## src/rtl/oclib_bc_to_word_if.sv

```systemverilog
// ---------------------------------------------------------------------------
// oclib_bc_to_word_if
// Bundles the two handshakes of the byte-to-word deserializer:
//   byte channel in : bc_data[7:0], bc_valid  -> deserializer
//                     bc_ready                <- deserializer
//   word out        : word_data[WordWidth-1:0], word_valid <- deserializer
//                     word_ready                           -> deserializer
// Modports:
//   slave  : the deserializer's view (consumes bytes, produces words)
//   master : the surrounding logic's view (produces bytes, consumes words)
// ---------------------------------------------------------------------------
interface oclib_bc_to_word_if #(
    parameter int WordWidth = 64
);
    logic [7:0]           bc_data;
    logic                 bc_valid;
    logic                 bc_ready;
    logic [WordWidth-1:0] word_data;
    logic                 word_valid;
    logic                 word_ready;

    modport slave (
        input  bc_data,
        input  bc_valid,
        input  word_ready,
        output bc_ready,
        output word_data,
        output word_valid
    );

    modport master (
        output bc_data,
        output bc_valid,
        output word_ready,
        input  bc_ready,
        input  word_data,
        input  word_valid
    );
endinterface

```

## src/rtl/oclib_bc_to_word.sv

```systemverilog
// ---------------------------------------------------------------------------
// oclib_bc_to_word
// Reassembles fixed-width words from an 8-bit byte channel. Frames are
// optionally prefixed by a length byte equal to WordBytes+1; data bytes
// arrive MSB-first. Completed words are held on a valid/ready output until
// accepted; no new byte is taken while a word is held.
//
// Ports:
//   clock_i          clock
//   reset_ni         synchronous reset, active low
//   bus_io           slave side of oclib_bc_to_word_if (byte in, word out)
//   length_error_o   one-cycle pulse: length byte was not WordBytes+1
//   timeout_error_o  one-cycle pulse: frame aborted after TimeoutCycles idle
// ---------------------------------------------------------------------------
module oclib_bc_to_word #(
    parameter int WordWidth     = 64,
    parameter bit PrefixLength  = 1'b1,
    parameter int TimeoutCycles = 0
) (
    input  logic                 clock_i,
    input  logic                 reset_ni,
    oclib_bc_to_word_if.slave    bus_io,
    output logic                 length_error_o,
    output logic                 timeout_error_o
);

    localparam int WordBytes = (WordWidth + 7) / 8;
    localparam int AsmWidth  = WordBytes * 8;
    localparam int CntW      = (WordBytes > 1) ? $clog2(WordBytes) : 1;
    localparam int TmoW      = (TimeoutCycles > 1) ? $clog2(TimeoutCycles) : 1;
    localparam bit TmoEn     = (TimeoutCycles > 0);

    localparam logic [CntW-1:0] CntLast = CntW'(WordBytes - 1);
    localparam logic [7:0]      LenGood = 8'(WordBytes + 1);
    localparam logic [TmoW-1:0] TmoLast = TmoW'((TimeoutCycles > 0) ? TimeoutCycles - 1 : 0);

    localparam logic [1:0] ST_LENGTH  = 2'd0;
    localparam logic [1:0] ST_DATA    = 2'd1;
    localparam logic [1:0] ST_DISCARD = 2'd2;
    localparam logic [1:0] ST_HOLD    = 2'd3;
    // Where every frame (re)starts: at the length byte, or straight at data.
    localparam logic [1:0] ST_START   = PrefixLength ? ST_LENGTH : ST_DATA;

    logic [1:0]           state_q, state_d;
    logic [AsmWidth-1:0]  asm_q, asm_d;
    logic [CntW-1:0]      cnt_q, cnt_d;
    logic [7:0]           disc_q, disc_d;
    logic [TmoW-1:0]      tmo_q, tmo_d;
    logic [WordWidth-1:0] word_data_q, word_data_d;
    logic                 word_valid_q, word_valid_d;
    logic                 ready_q, ready_d;
    logic                 len_err_q, len_err_d;
    logic                 tmo_err_q, tmo_err_d;

    logic                 byte_accept;
    logic                 tmo_run;
    logic [AsmWidth-1:0]  asm_shift;

    assign byte_accept = bus_io.bc_valid && ready_q;

    // New byte enters at the bottom; older bytes move toward the MSBs.
    generate
        if (WordBytes > 1) begin : g_shift_multi
            assign asm_shift = {asm_q[AsmWidth-9:0], bus_io.bc_data};
        end else begin : g_shift_single
            assign asm_shift = bus_io.bc_data;
        end
    endgenerate

    // The oldest byte falls off the shift and pad MSBs of byte 0 are never
    // presented; both are intentionally dropped.
    logic unused_bits;
    assign unused_bits = ^{asm_q, asm_shift};

    always_comb begin
        state_d      = state_q;
        asm_d        = asm_q;
        cnt_d        = cnt_q;
        disc_d       = disc_q;
        tmo_d        = tmo_q;
        word_data_d  = word_data_q;
        word_valid_d = word_valid_q;
        len_err_d    = 1'b0;
        tmo_err_d    = 1'b0;
        tmo_run      = 1'b0;

        case (state_q)
            ST_LENGTH: begin
                if (byte_accept) begin
                    if (bus_io.bc_data == LenGood) begin
                        state_d = ST_DATA;
                        cnt_d   = '0;
                    end else begin
                        len_err_d = 1'b1;
                        // A length of 0 or 1 carries no payload to skip.
                        if (bus_io.bc_data > 8'd1) begin
                            disc_d  = bus_io.bc_data - 8'd1;
                            state_d = ST_DISCARD;
                        end
                    end
                end
            end
            ST_DISCARD: begin
                tmo_run = 1'b1;
                if (byte_accept) begin
                    disc_d = disc_q - 8'd1;
                    if (disc_q == 8'd1) begin
                        state_d = ST_LENGTH;
                    end
                end
            end
            ST_DATA: begin
                // Idle before the first data byte is not mid-frame.
                tmo_run = (cnt_q != '0);
                if (byte_accept) begin
                    asm_d = asm_shift;
                    if (cnt_q == CntLast) begin
                        word_data_d  = asm_shift[WordWidth-1:0];
                        word_valid_d = 1'b1;
                        state_d      = ST_HOLD;
                        cnt_d        = '0;
                    end else begin
                        cnt_d = cnt_q + CntW'(1);
                    end
                end
            end
            default: begin // ST_HOLD
                if (word_valid_q && bus_io.word_ready) begin
                    word_valid_d = 1'b0;
                    state_d      = ST_START;
                end
            end
        endcase

        // Idle-cycle watchdog; an accepted byte always wins over expiry.
        if (byte_accept || !tmo_run || !TmoEn) begin
            tmo_d = '0;
        end else if (tmo_q == TmoLast) begin
            tmo_d     = '0;
            tmo_err_d = 1'b1;
            state_d   = ST_START;
            cnt_d     = '0;
            disc_d    = '0;
        end else begin
            tmo_d = tmo_q + TmoW'(1);
        end

        ready_d = (state_d != ST_HOLD);
    end

    always_ff @(posedge clock_i) begin
        if (!reset_ni) begin
            state_q      <= ST_START;
            asm_q        <= '0;
            cnt_q        <= '0;
            disc_q       <= '0;
            tmo_q        <= '0;
            word_data_q  <= '0;
            word_valid_q <= 1'b0;
            ready_q      <= 1'b0;
            len_err_q    <= 1'b0;
            tmo_err_q    <= 1'b0;
        end else begin
            state_q      <= state_d;
            asm_q        <= asm_d;
            cnt_q        <= cnt_d;
            disc_q       <= disc_d;
            tmo_q        <= tmo_d;
            word_data_q  <= word_data_d;
            word_valid_q <= word_valid_d;
            ready_q      <= ready_d;
            len_err_q    <= len_err_d;
            tmo_err_q    <= tmo_err_d;
        end
    end

    assign bus_io.bc_ready   = ready_q;
    assign bus_io.word_data  = word_data_q;
    assign bus_io.word_valid = word_valid_q;
    assign length_error_o    = len_err_q;
    assign timeout_error_o   = tmo_err_q;

endmodule

```

## src/flat_wrapper.sv

```systemverilog
// flat-port wrapper written by rule: the top's interface ports become plain ports
module oclib_bc_to_word_flat 
#(
    parameter int WordWidth     = 64,
    parameter bit PrefixLength  = 1'b1,
    parameter int TimeoutCycles = 0
)
  (clock_i, reset_ni, length_error_o, timeout_error_o, bus_io_bc_data, bus_io_bc_valid, bus_io_word_ready, bus_io_bc_ready, bus_io_word_data, bus_io_word_valid);
  oclib_bc_to_word_if #(.WordWidth(WordWidth)) bus_io_i ();
  input  logic clock_i;
  input  logic reset_ni;
  output logic length_error_o;
  output logic timeout_error_o;
  input wire logic [$bits(bus_io_i.bc_data)-1:0] bus_io_bc_data;
  input wire logic [$bits(bus_io_i.bc_valid)-1:0] bus_io_bc_valid;
  input wire logic [$bits(bus_io_i.word_ready)-1:0] bus_io_word_ready;
  output wire logic [$bits(bus_io_i.bc_ready)-1:0] bus_io_bc_ready;
  output wire logic [$bits(bus_io_i.word_data)-1:0] bus_io_word_data;
  output wire logic [$bits(bus_io_i.word_valid)-1:0] bus_io_word_valid;
  assign bus_io_i.bc_data = bus_io_bc_data;
  assign bus_io_i.bc_valid = bus_io_bc_valid;
  assign bus_io_i.word_ready = bus_io_word_ready;
  assign bus_io_bc_ready = bus_io_i.bc_ready;
  assign bus_io_word_data = bus_io_i.word_data;
  assign bus_io_word_valid = bus_io_i.word_valid;
  oclib_bc_to_word #(.WordWidth(WordWidth), .PrefixLength(PrefixLength), .TimeoutCycles(TimeoutCycles)) u_core (.clock_i(clock_i), .reset_ni(reset_ni), .bus_io(bus_io_i), .length_error_o(length_error_o), .timeout_error_o(timeout_error_o));
endmodule
```

## config.mk

```make
export PLATFORM = sky130hd
export DESIGN_NAME = oclib_bc_to_word_flat
export DESIGN_NICKNAME = d
export VERILOG_FILES = /design/src/rtl/oclib_bc_to_word_if.sv /design/src/rtl/oclib_bc_to_word.sv /design/src/flat_wrapper.sv
export SDC_FILE = /design/constraint.sdc
export NUM_CORES = 1
export LEC_CHECK = 0
export BUFFER_PORTS_ARGS = -buffer_cell sky130_fd_sc_hd__buf_2
export CAP_MARGIN = 10
export CORE_MARGIN = 4
export CORE_UTILIZATION = 35
export CTS_BUF_LIST = sky130_fd_sc_hd__clkbuf_4 sky130_fd_sc_hd__clkbuf_8
export DETAILED_ROUTE_END_ITERATION = 10
export PLACE_DENSITY = 0.51
export SYNTH_ARGS = -nofsm -noshare
export SYNTH_HDL_FRONTEND = slang
export SYNTH_SLANG_ARGS = --single-unit
```

## constraint.sdc

```tcl
create_clock -name clock_i -period 2.4 [get_ports clock_i]
set_input_delay 0.48 -clock clock_i [delete_from_list [all_inputs] [get_ports clock_i]]
set_output_delay 0.48 -clock clock_i [all_outputs]
set_load 0.005 [all_outputs]
```

==> reports/results.ini <==
[critical_path]
cp_max_fo=19
cp-start-kind=register
cp.arrival_ns=2.26
setup.worst_path.start=u_core.state_q[1]
critPathKind=reg2reg
crit_required_ns=2.73
rr_startpoint=u_core.state_q[1]
cp-end-kind=register

[die]
design.die.area_mm2=0.0168
ioPinCount=80
chipWidth_um=130
start_util_pct=35.7
rows=44
fp.dieH_um=130
coreArea_mm2=0.0145

[route]
routedWlPerCell_um=14.5
via_count=4636
drc=0
drtIter0Drc=191
antenna_left=0
finalWirelength_um=13300
vias_per_cell=5.04
dr.pass1.iters=5

[timing]
finalSetupViolCount=0
worst_slack_ns=0.474
rsz0062_at_grt=false
tightest_slew_ns=0.530
maxSlewHeadroom_pct=64.3
hold_violations=0
period_needed_ns=1.93
setup_tns_ns=0
skew_ns=0.00916
period_share_pct=80.2
max_freq_mhz=519
slew_violations=0
whs_ns=0.314

[power_and_ir_drop]
swShare_pct=22.2
fin_total_pwr_mw=4.62
p_per_area_mw_per_mm2=741
switchingPower_mw=1.03
worst_ir_drop_vdd_uv=349
p_int_mw=3.59
seq_power_share_pct=49.4
comb_power_share_pct=3.7
pwr-share-clk_pct=46.9
leakagePower_nw=2.34

[global_route]
grt_pass1_vias=4466
grtUsageTotal_pct=16.5
antenna_found_initial=0
grt_first_pass_wirelength_um=21900
overflow=0
grt_max_degree=80

[yosys]
synth_nets=679
synth.ff_latch_count=136
syn_avg_cell_area_um2=7.84
synth_area_mm2=0.00518
synth_edf_count=0
synth-main-ff-cell=dfxtp_1
yosysWarnings=0
synth_seq_area_share_pct=52.5
synth.distinct_cells=46
synthCells=661
synth-async-reset-ratio_pct=0

[place]
placed_cells=887
placed_area_mm2=0.00578
gp_congestion=0.785
dp_slack_ns=0.154
hpwlAfterDp_um=9010
port_buffers=78

[clocking]
cts_tree=yes
post_cts.repair.setup_buffers=0
cts.sinks=136
clkSlewWorstSetupHoldPaths_ns=0.08
clockBufferDepth=2
h-tree-depth=4
postCtsResizedCells=0
postCtsHoldBufs=0
cts_buffers=17
cts_root_buf=clkbuf_8
clock_latency_ns=0.46

[cells_and_area]
fin_util_pct=42.9
drive_above_1_share_pct=18.1
final_nets=740
design_area_mm2=0.00623
final_cells=919
layout_commonest_cell=nand2_1
layout_common_cells=nand2_1, dfxtp_1, a21oi_1
syn_to_final_growth_pct=20.2
diodes=0

[min_path]
min_from=bus_io_bc_data[1]
hold_class=in2reg

[outcome]
outcome=completed

[flow_run]
drv_cap=0

## critical path: stages (launching register included)
cell	delay (ns)
dfxtp_1	0.60
and4b_2	0.32
nand2_2	0.40
o311ai_0	0.29
nor2b_1	0.20
## power by group through the flow
stage,clock [mW],combinational [mW],sequential [mW]
6_report,2.17,0.169,2.28
3_3_place_gp,0,0.170,2.33
3_5_place_dp,0,0.169,2.33
5_1_grt,2.32,0.189,2.28
4_1_cts,2.20,0.170,2.28
2_1_floorplan,0,0.115,2.33
## sequential cells by signal (all words and copies together) (netlist names)
register and flops:
u_core.bus_io.word_data 64, u_core.length_error_o 1, u_core.cnt_q 3, u_core.state_q 2, u_core.disc_q 8, u_core.asm_q 56, u_core.bus_io.word_valid 1, u_core.bus_io.bc_ready 1
## cell usage after synthesis, drive strengths merged, types with 4 or more instances
cell / instances / area share (%)
a21oi: 128 / 12
nand2b: 5 / 0.60
o41ai: 4 / 0.68
nand2: 251 / 18
ha: 6 / 1.4
inv: 7 / 0.51
o21ai: 7 / 0.68
buf: 12 / 1.0
nor2: 12 / 0.87
nor3: 8 / 0.77
o311ai: 6 / 1.0
clkbuf: 36 / 2.6
dfxtp: 136 / 53
## metal layers
layer | wire (um) | global-route usage [%]
met5 | 0 | 0
met4 | 193 | 5.62
met3 | 595 | 4.58
met2 | 6320 | 26.6
met1 | 6220 | 21.3
## area by class of cell
| class | count | area [um^2] |
|---|---|---|
| Sequential cell | 136 | 2720 |
| Inverter | 8 | 31.3 |
| Multi-Input combinational cell | 469 | 2250 |
| Fill cell | 1531 | 8300 |
| Clock buffer | 19 | 255 |
| Clock inverter | 13 | 200 |
| Timing Repair Buffer | 90 | 543 |
| Tap cell | 184 | 230 |
## final timing paths
check / end / slack, ns / cells after the start
worst min register to register: u_core.bus_io.word_data[46] / 0.45 / 2
worst max register to register: u_core.state_q[1] / 0.47 / 4
worst min-delay path: u_core.bus_io.word_data[1] / 0.31 / 3
worst max-delay path: u_core.state_q[1] / 0.47 / 4
## kinds of logic after synthesis
| logic type | share of synthesized area [%] |
|---|---|
| AO/OA/AOI/OAI | 17.6 |
| XOR/XNOR | 0.338 |
| adder cells (fa/ha/maj) | 1.45 |
| buffers and inverters | 4.20 |
| flip-flops | 52.5 |
| multiplexers | 0.386 |
| other | 0.0723 |
| AND/OR/NAND/NOR | 23.5 |
(Power assumes the default switching activity.)
